===== src/rtl/wb_calc_pkg.sv =====
// Shared definitions for the Wishbone calculator engine: opcodes, FSM states,
// register offsets and STATUS bit positions.
package wb_calc_pkg;

  typedef enum logic [2:0] {
    OP_ADD = 3'd0,
    OP_SUB = 3'd1,
    OP_MUL = 3'd2,
    OP_AND = 3'd3,
    OP_OR  = 3'd4,
    OP_XOR = 3'd5,
    OP_SHL = 3'd6,
    OP_SHR = 3'd7
  } opcode_e;

  typedef enum logic [1:0] {
    ST_IDLE,
    ST_EXEC,
    ST_MUL
  } state_e;

  localparam logic [4:0] ADDR_OPA      = 5'h00;
  localparam logic [4:0] ADDR_OPB      = 5'h04;
  localparam logic [4:0] ADDR_CTRL     = 5'h08;
  localparam logic [4:0] ADDR_RES_LO   = 5'h0C;
  localparam logic [4:0] ADDR_STATUS   = 5'h10;
  localparam logic [4:0] ADDR_RES_HI   = 5'h14;
  localparam logic [4:0] ADDR_IE       = 5'h18;
  localparam logic [4:0] ADDR_UNMAPPED = 5'h1C;

  localparam int unsigned STAT_DONE    = 0;
  localparam int unsigned STAT_BUSY    = 1;
  localparam int unsigned STAT_CARRY   = 2;
  localparam int unsigned STAT_WR_BUSY = 3;

  // Operand/command registers that are frozen while an operation runs.
  function automatic logic is_locked_reg(input logic [4:0] adr);
    return (adr == ADDR_OPA) || (adr == ADDR_OPB) || (adr == ADDR_CTRL);
  endfunction

endpackage


===== src/rtl/wb_calc_engine_if.sv =====
// Wishbone classic slave bus bundle for the calculator engine.
interface wb_calc_engine_if #(
  parameter int DW = 32,
  parameter int SW = DW / 8
);
  logic          wb_cyc_i;
  logic          wb_stb_i;
  logic [4:0]    wb_adr_i;
  logic          wb_we_i;
  logic [SW-1:0] wb_sel_i;
  logic [DW-1:0] wb_dat_i;
  logic [DW-1:0] wb_dat_o;
  logic          wb_ack_o;
  logic          wb_err_o;

  modport master (
    output wb_cyc_i, wb_stb_i, wb_adr_i, wb_we_i, wb_sel_i, wb_dat_i,
    input  wb_dat_o, wb_ack_o, wb_err_o
  );

  modport slave (
    input  wb_cyc_i, wb_stb_i, wb_adr_i, wb_we_i, wb_sel_i, wb_dat_i,
    output wb_dat_o, wb_ack_o, wb_err_o
  );
endinterface


===== src/rtl/wb_calc_mul.sv =====
// Iterative unsigned shift-add multiplier, one partial product per clock.
module wb_calc_mul #(
  parameter int DW = 32
) (
  input  logic            clk,
  input  logic            rst_n,
  input  logic            start,
  input  logic [DW-1:0]   a,
  input  logic [DW-1:0]   b,
  output logic            busy,
  output logic            done,
  output logic [2*DW-1:0] product
);
  localparam int CW = $clog2(DW);

  logic [DW-1:0]   a_q;
  logic [2*DW-1:0] acc;
  logic [CW-1:0]   count;

  // {hi, lo} register with the multiplier in lo; add into hi then shift right.
  function automatic logic [2*DW-1:0] step(input logic [2*DW-1:0] p,
                                           input logic [DW-1:0]   m);
    logic [DW:0] hi;
    hi = {1'b0, p[2*DW-1:DW]} + (p[0] ? {1'b0, m} : '0);
    return {hi, p[DW-1:1]};
  endfunction

  // The first step is folded into the load so DW steps fit in DW clocks.
  always_ff @(posedge clk or negedge rst_n) begin
    if (!rst_n) begin
      a_q   <= '0;
      acc   <= '0;
      count <= '0;
      busy  <= 1'b0;
      done  <= 1'b0;
    end else begin
      done <= 1'b0;
      if (start) begin
        a_q   <= a;
        acc   <= step({{DW{1'b0}}, b}, a);
        count <= CW'(DW - 1);
        busy  <= 1'b1;
      end else if (busy) begin
        acc   <= step(acc, a_q);
        count <= count - 1'b1;
        if (count == CW'(1)) begin
          busy <= 1'b0;
          done <= 1'b1;
        end
      end
    end
  end

  always_comb product = acc;

endmodule


===== src/rtl/wb_calc_engine.sv =====
// Wishbone-mapped calculator: operand/result registers, ALU and an iterative
// multiplier sequenced by an IDLE/EXEC/MUL controller.
module wb_calc_engine
  import wb_calc_pkg::*;
#(
  parameter int DW = 32,
  parameter int SW = DW / 8
) (
  input  logic            wb_clk_i,
  input  logic            wb_rst_i,
  wb_calc_engine_if.slave bus,
  output logic            irq_o
);
  localparam int SHW = $clog2(DW);

  state_e  state, state_next;
  opcode_e opcode, cmd;

  logic [DW-1:0]   opa, opb, res_lo, res_hi, rdata, alu_res;
  logic            alu_carry, carry, done, wr_busy, ie_en;
  logic            req, accept, mapped, rd, wr, busy;
  logic            locked_wr, ctrl_start, status_rd;
  logic [4:0]      adr;
  logic            mul_start, mul_busy, mul_done;
  logic [2*DW-1:0] mul_product;
  logic            unused_bits;

  function automatic logic [DW-1:0] merge(input logic [DW-1:0] cur,
                                          input logic [DW-1:0] nxt,
                                          input logic [SW-1:0] sel);
    merge = cur;
    for (int unsigned i = 0; i < SW; i++)
      if (sel[i]) merge[8*i +: 8] = nxt[8*i +: 8];
  endfunction

  // A request is only sampled while no termination is showing, giving one
  // ack/err pulse per request and a pulse every other cycle on a held strobe.
  always_comb begin
    req        = bus.wb_cyc_i & bus.wb_stb_i;
    accept     = req & ~bus.wb_ack_o & ~bus.wb_err_o;
    adr        = {bus.wb_adr_i[4:2], 2'b00};
    mapped     = (adr != ADDR_UNMAPPED);
    wr         = accept & mapped & bus.wb_we_i;
    rd         = accept & mapped & ~bus.wb_we_i;
    busy       = (state != ST_IDLE);
    cmd        = opcode_e'(bus.wb_dat_i[2:0]);
    locked_wr  = wr & busy & is_locked_reg(adr);
    ctrl_start = wr & ~busy & (adr == ADDR_CTRL);
    status_rd  = rd & (adr == ADDR_STATUS);
    mul_start  = ctrl_start & (cmd == OP_MUL);
  end

  always_comb unused_bits = ^{bus.wb_adr_i[1:0], mul_busy};

  always_ff @(posedge wb_clk_i or negedge wb_rst_i) begin
    if (!wb_rst_i) state <= ST_IDLE;
    else           state <= state_next;
  end

  always_comb begin
    state_next = state;
    case (state)
      ST_IDLE: if (ctrl_start) state_next = (cmd == OP_MUL) ? ST_MUL : ST_EXEC;
      ST_EXEC: state_next = ST_IDLE;
      ST_MUL:  if (mul_done) state_next = ST_IDLE;
      default: state_next = ST_IDLE;
    endcase
  end

  always_comb begin
    alu_carry = 1'b0;
    alu_res   = '0;
    case (opcode)
      OP_ADD:  {alu_carry, alu_res} = {1'b0, opa} + {1'b0, opb};
      OP_SUB:  {alu_carry, alu_res} = {1'b0, opa} - {1'b0, opb};
      OP_AND:  alu_res = opa & opb;
      OP_OR:   alu_res = opa | opb;
      OP_XOR:  alu_res = opa ^ opb;
      OP_SHL:  alu_res = opa << opb[SHW-1:0];
      OP_SHR:  alu_res = opa >> opb[SHW-1:0];
      default: alu_res = '0;
    endcase
  end

  always_comb begin
    rdata = '0;
    case (adr)
      ADDR_OPA:    rdata = opa;
      ADDR_OPB:    rdata = opb;
      ADDR_RES_LO: rdata = res_lo;
      ADDR_RES_HI: rdata = res_hi;
      ADDR_STATUS: begin
        rdata[STAT_DONE]    = done;
        rdata[STAT_BUSY]    = busy;
        rdata[STAT_CARRY]   = carry;
        rdata[STAT_WR_BUSY] = wr_busy | locked_wr;
      end
      ADDR_IE:     rdata[0] = ie_en;
      default:     rdata = '0;
    endcase
  end

  always_ff @(posedge wb_clk_i or negedge wb_rst_i) begin
    if (!wb_rst_i) begin
      bus.wb_ack_o <= 1'b0;
      bus.wb_err_o <= 1'b0;
      bus.wb_dat_o <= '0;
      opa          <= '0;
      opb          <= '0;
      res_lo       <= '0;
      res_hi       <= '0;
      opcode       <= OP_ADD;
      carry        <= 1'b0;
      done         <= 1'b0;
      wr_busy      <= 1'b0;
      ie_en        <= 1'b0;
    end else begin
      bus.wb_ack_o <= accept & mapped;
      bus.wb_err_o <= accept & ~mapped;
      bus.wb_dat_o <= rd ? rdata : '0;

      if (wr && !busy && adr == ADDR_OPA) opa <= merge(opa, bus.wb_dat_i, bus.wb_sel_i);
      if (wr && !busy && adr == ADDR_OPB) opb <= merge(opb, bus.wb_dat_i, bus.wb_sel_i);
      if (wr && adr == ADDR_IE && bus.wb_sel_i[0]) ie_en <= bus.wb_dat_i[0];

      if (ctrl_start) begin
        opcode <= cmd;
        done   <= 1'b0;
      end

      if (state == ST_EXEC) begin
        res_lo <= alu_res;
        res_hi <= '0;
        carry  <= alu_carry;
        done   <= 1'b1;
      end else if (state == ST_MUL && mul_done) begin
        res_lo <= mul_product[DW-1:0];
        res_hi <= mul_product[2*DW-1:DW];
        carry  <= 1'b0;
        done   <= 1'b1;
      end

      if (locked_wr)      wr_busy <= 1'b1;
      else if (status_rd) wr_busy <= 1'b0;
    end
  end

  always_comb irq_o = done & ie_en;

  wb_calc_mul #(.DW(DW)) u_mul (
    .clk     (wb_clk_i),
    .rst_n   (wb_rst_i),
    .start   (mul_start),
    .a       (opa),
    .b       (opb),
    .busy    (mul_busy),
    .done    (mul_done),
    .product (mul_product)
  );

endmodule

===== src/flat_wrapper.sv =====
// flat-port wrapper written by rule: the top's interface ports become plain ports
module wb_calc_engine_flat import wb_calc_pkg::*;
#(
  parameter int DW = 32,
  parameter int SW = DW / 8
)
  (wb_clk_i, wb_rst_i, irq_o, bus_wb_cyc_i, bus_wb_stb_i, bus_wb_adr_i, bus_wb_we_i, bus_wb_sel_i, bus_wb_dat_i, bus_wb_dat_o, bus_wb_ack_o, bus_wb_err_o);
  wb_calc_engine_if #(.DW(DW), .SW(SW)) bus_i ();
  input  logic wb_clk_i;
  input  logic wb_rst_i;
  output logic irq_o;
  input wire logic [$bits(bus_i.wb_cyc_i)-1:0] bus_wb_cyc_i;
  input wire logic [$bits(bus_i.wb_stb_i)-1:0] bus_wb_stb_i;
  input wire logic [$bits(bus_i.wb_adr_i)-1:0] bus_wb_adr_i;
  input wire logic [$bits(bus_i.wb_we_i)-1:0] bus_wb_we_i;
  input wire logic [$bits(bus_i.wb_sel_i)-1:0] bus_wb_sel_i;
  input wire logic [$bits(bus_i.wb_dat_i)-1:0] bus_wb_dat_i;
  output wire logic [$bits(bus_i.wb_dat_o)-1:0] bus_wb_dat_o;
  output wire logic [$bits(bus_i.wb_ack_o)-1:0] bus_wb_ack_o;
  output wire logic [$bits(bus_i.wb_err_o)-1:0] bus_wb_err_o;
  assign bus_i.wb_cyc_i = bus_wb_cyc_i;
  assign bus_i.wb_stb_i = bus_wb_stb_i;
  assign bus_i.wb_adr_i = bus_wb_adr_i;
  assign bus_i.wb_we_i = bus_wb_we_i;
  assign bus_i.wb_sel_i = bus_wb_sel_i;
  assign bus_i.wb_dat_i = bus_wb_dat_i;
  assign bus_wb_dat_o = bus_i.wb_dat_o;
  assign bus_wb_ack_o = bus_i.wb_ack_o;
  assign bus_wb_err_o = bus_i.wb_err_o;
  wb_calc_engine #(.DW(DW), .SW(SW)) u_core (.wb_clk_i(wb_clk_i), .wb_rst_i(wb_rst_i), .bus(bus_i), .irq_o(irq_o));
endmodule

===== config.mk =====
export PLATFORM = sky130hd
export DESIGN_NAME = wb_calc_engine_flat
export DESIGN_NICKNAME = d
export VERILOG_FILES = /design/src/rtl/wb_calc_pkg.sv /design/src/rtl/wb_calc_engine_if.sv /design/src/rtl/wb_calc_mul.sv /design/src/rtl/wb_calc_engine.sv /design/src/flat_wrapper.sv
export SDC_FILE = /design/constraint.sdc
export NUM_CORES = 1
export LEC_CHECK = 0
export CORE_ASPECT_RATIO = 1.75
export CORE_MARGIN = 2
export CORE_UTILIZATION = 37
export CTS_CLUSTER_SIZE = 25
export DETAILED_ROUTE_END_ITERATION = 10
export GPL_TIMING_DRIVEN = 1
export SYNTH_ARGS = -nofsm -noshare
export SYNTH_HDL_FRONTEND = slang
export SYNTH_SLANG_ARGS = --single-unit
export TNS_END_PERCENT = 10

===== constraint.sdc =====
create_clock -name wb_clk_i -period 5.03 [get_ports wb_clk_i]
set_input_delay 0.7545 -clock wb_clk_i [delete_from_list [all_inputs] [get_ports wb_clk_i]]
set_output_delay 0.7545 -clock wb_clk_i [all_outputs]
set_load 0.005 [all_outputs]

==> reports/metrics.cfg <==
[timing]
rsz0062_at_grt=false
setup_viol_count_final=0
fin_worst_skew_ns=0.0168
slew_violations=0
fmax_mhz=253
worstMarginPinSlew_ns=1.37
fin_setup_tns_ns=0
fin_crit_sh_pct=78.5
hold_viol=0
max_slew_margin_pct=7.76
fin_crit_ns=3.95

[route]
via_per_inst=6.17
wl_per_cell_um=27.3
ant_nets=0
drt_pre_antenna_iters=6
vias=21174
drcViolationCount=0
drt_iter0_markers=2129
drt-total-wl_um=93800

[worst_hold_path]
hp-start=u_core.u_mul.a_q[28]
holdCritPathClass=reg2reg
min_to=u_core.u_mul.a_q[28]
hold_depth=2

[synth]
synth_edf_count=0
syn_inst=2615
ys_seq_elements=274
yosysWarnings=0
avgSynthCellArea_um2=8.38
synthTopCellsByArea=dfrtp_1, ha_1, mux2i_1
syn_area_mm2=0.0219
yosysTopAreaCell=dfrtp_1
synth_cell_type_count=93
synth_ff_type=dfrtp_1
async_flop_share_pct=100
synth_top_area_share_pct=31.3
synth_nets=2804
synth_seq_area_share_pct=31.3

[clocking]
cts-resized-gates=0
cts-root-buf=clkbuf_16
clk_latency_ns=0.61
postCtsSetupBuffers=0
cts_sinks=274
clkTransAtPathRegs_ns=0.07
cts_max_level=1
cts_made_buffers=30
max-clock-path-buffers=3
cts_tree=done

[grt]
grt_max_degree=134
grt_first_pass_wirelength_um=140000
grt_antenna_before_repair=1
grt_pass1_vias=21506
grt_overflow=0
groute.usage.overall_pct=30.1

[critical_path]
path_max_fanout=22
crit_path_end_kind=register
rrSetupSlack_ns=1.08
r2r_cells=12
startpoint_type=register
crit_type=reg2reg
reg2reg_from=u_core.opb[0]
crit_arrival_ns=4.42
rr_endpoint=u_core.res_lo[30]
crit_required_ns=5.50

[die]
die_h_um=326
dieArea_mm2=0.0613
start_util_pct=37.2
core_mm2=0.0589
ios=81
std_cell_rows=118
fp.dieW_um=188

[cells_and_area]
final_nets=2815
fin_cells=3429
syn_to_final_growth_pct=12.2
nFillCells=5879
final_util_pct=41.8
n_antenna_cell=0
drive_gt1_share_pct=11.0

[pwr]
power_density_mw_per_mm2=265
p_sw_mw=2.27
power_frac_comb_pct=25.5
power.leakage_nw=10.6
seqPwrFrac_pct=37.7
p_clk_share_pct=36.7
power_mw=6.53
ir_drop_mv=0.252
switching_share_pct=34.8
p_int_mw=4.26

[placed_design]
gp_congestion=1.01
dp_hpwl_um=72000
io_buffer_count=78
placedCellCount=3373

[status]
status=finished clean

[flow_run]
maxCapViolCount=0

## final cells by class
| class | instances | area (um^2) | area share [%] |
|---|---|---|---|
| clock inverter | 21 | 225 | 0.915 |
| inverter | 121 | 454 | 1.85 |
| tap | 780 | 976 | 3.97 |
| multi-input combinational | 2027 | 13700 | 55.7 |
| timing repair buffer | 172 | 1560 | 6.36 |
| clock buffer | 34 | 807 | 3.28 |
| sequential | 274 | 6870 | 27.9 |
## worst max-delay path by stage
stage / start / end
floorplan: u_core.opb[3] / u_core.res_lo[20]
global placement: u_core.opb[0] / u_core.res_lo[30]
detailed placement: u_core.opb[0] / u_core.res_lo[30]
CTS: u_core.opb[0] / u_core.res_lo[30]
global route: u_core.opb[0] / u_core.res_lo[30]
finish: u_core.opb[0] / u_core.res_lo[30]
## worst max-delay path: stages (launching register included)
cell	delay [ns]
dfrtp_4	0.63
ha_1	0.37
inv_1	0.09
fa_1	0.41
nand2b_1	0.18
a21oi_1	0.23
o22ai_1	0.20
o21ai_1	0.60
o211ai_1	0.35
a31o_1	0.29
a31oi_1	0.17
xnor2_1	0.18
o21ai_1	0.11
## cells in the final DEF (no fill, tap or decap), types with 30 or more instances in the layout
master	n
inv_1	113
dfrtp_1	269
nand2_1	247
a22oi_1	37
o22ai_1	33
buf_4	87
nor3_1	50
o211ai_1	30
a31oi_1	40
mux2_2	75
a221oi_1	31
mux2i_1	125
a21o_1	42
a21oi_1	231
nand3_1	70
and2_1	37
clkdlybuf4s50_1	76
clkbuf_16	31
xnor2_1	41
o21ai_0	173
a211oi_1	36
ha_1	140
nor2_1	247
## cell families (layout without fill, tap and decap cells)
family | count (synthesis) | after routing | share of synthesized area [%]
AO/OA/AOI/OAI | 842 | 842 | 24.6
AND/OR/NAND/NOR | 769 | 769 | 15.8
buffers and inverters | 314 | 348 | 6.32
flip-flops | 274 | 274 | 31.3
multiplexers | 222 | 222 | 11.7
adder cells (fa/ha/maj) | 143 | 143 | 8.26
XOR/XNOR | 51 | 51 | 2.04
## power groups by stage
stage / Clock, mW / Combinational (mW) / Sequential [mW]
floorplan: 0 / 1.02 / 2.44
global placement: 0 / 1.62 / 2.49
detailed placement: 0 / 1.62 / 2.50
CTS: 2.43 / 1.63 / 2.46
global route: 2.52 / 1.77 / 2.47
finish: 2.40 / 1.67 / 2.46
## repair_timing
action / in CTS / in global routing
endpoints found under the setup margin: 0 / 0
endpoints found under the hold margin: 19 / 0
hold buffers: 1 / 0
## flip-flops by register name, summed over array words and instances, names as in the netlist, 2 cells and up
signal / count
u_core.res_hi: 32
u_core.opcode: 3
u_core.state: 2
u_core.res_lo: 32
u_core.opb: 32
u_core.opa: 32
u_core.u_mul.count: 5
u_core.u_mul.product: 64
u_core.u_mul.a_q: 32
u_core.bus.wb_dat_o: 32
## through the flow
step | setup WS [ns] | cell area, um^2 | hold WS [ns]
final | 1.08 | 24600 | 0.474
after global routing | 0.842 | 24600 | 0.496
after CTS | 1.12 | 24600 | 0.477
after detailed placement | 1.14 | 23600 | 0.463
after global placement | 1.15 | 23600 | 0.454
after floorplan | 1.42 | 21900 | 0.436
## cell usage after synthesis (37+ instances only)
cell type and n:
clkbuf_1 128, nand3_1 70, nor2_1 249, a31oi_1 40, a22oi_1 37, a21o_1 42
ha_1 140, inv_1 114, mux2i_1 125, and2_1 37, nor3_1 51, dfrtp_1 274
mux2_2 75, nand2_1 248, a21oi_1 232, xnor2_1 41, o21ai_0 173
## routing by layer
layer	vias up	part of all wire (%)	track usage [%]
met1	10466	37	34.8
met4	0	7.2	18.8
met3	282	5.7	3.46
met5	-	0	0
met2	942	50	52.9
li1	9484	-	-
Note: power is estimated with default switching activity, not from simulation.
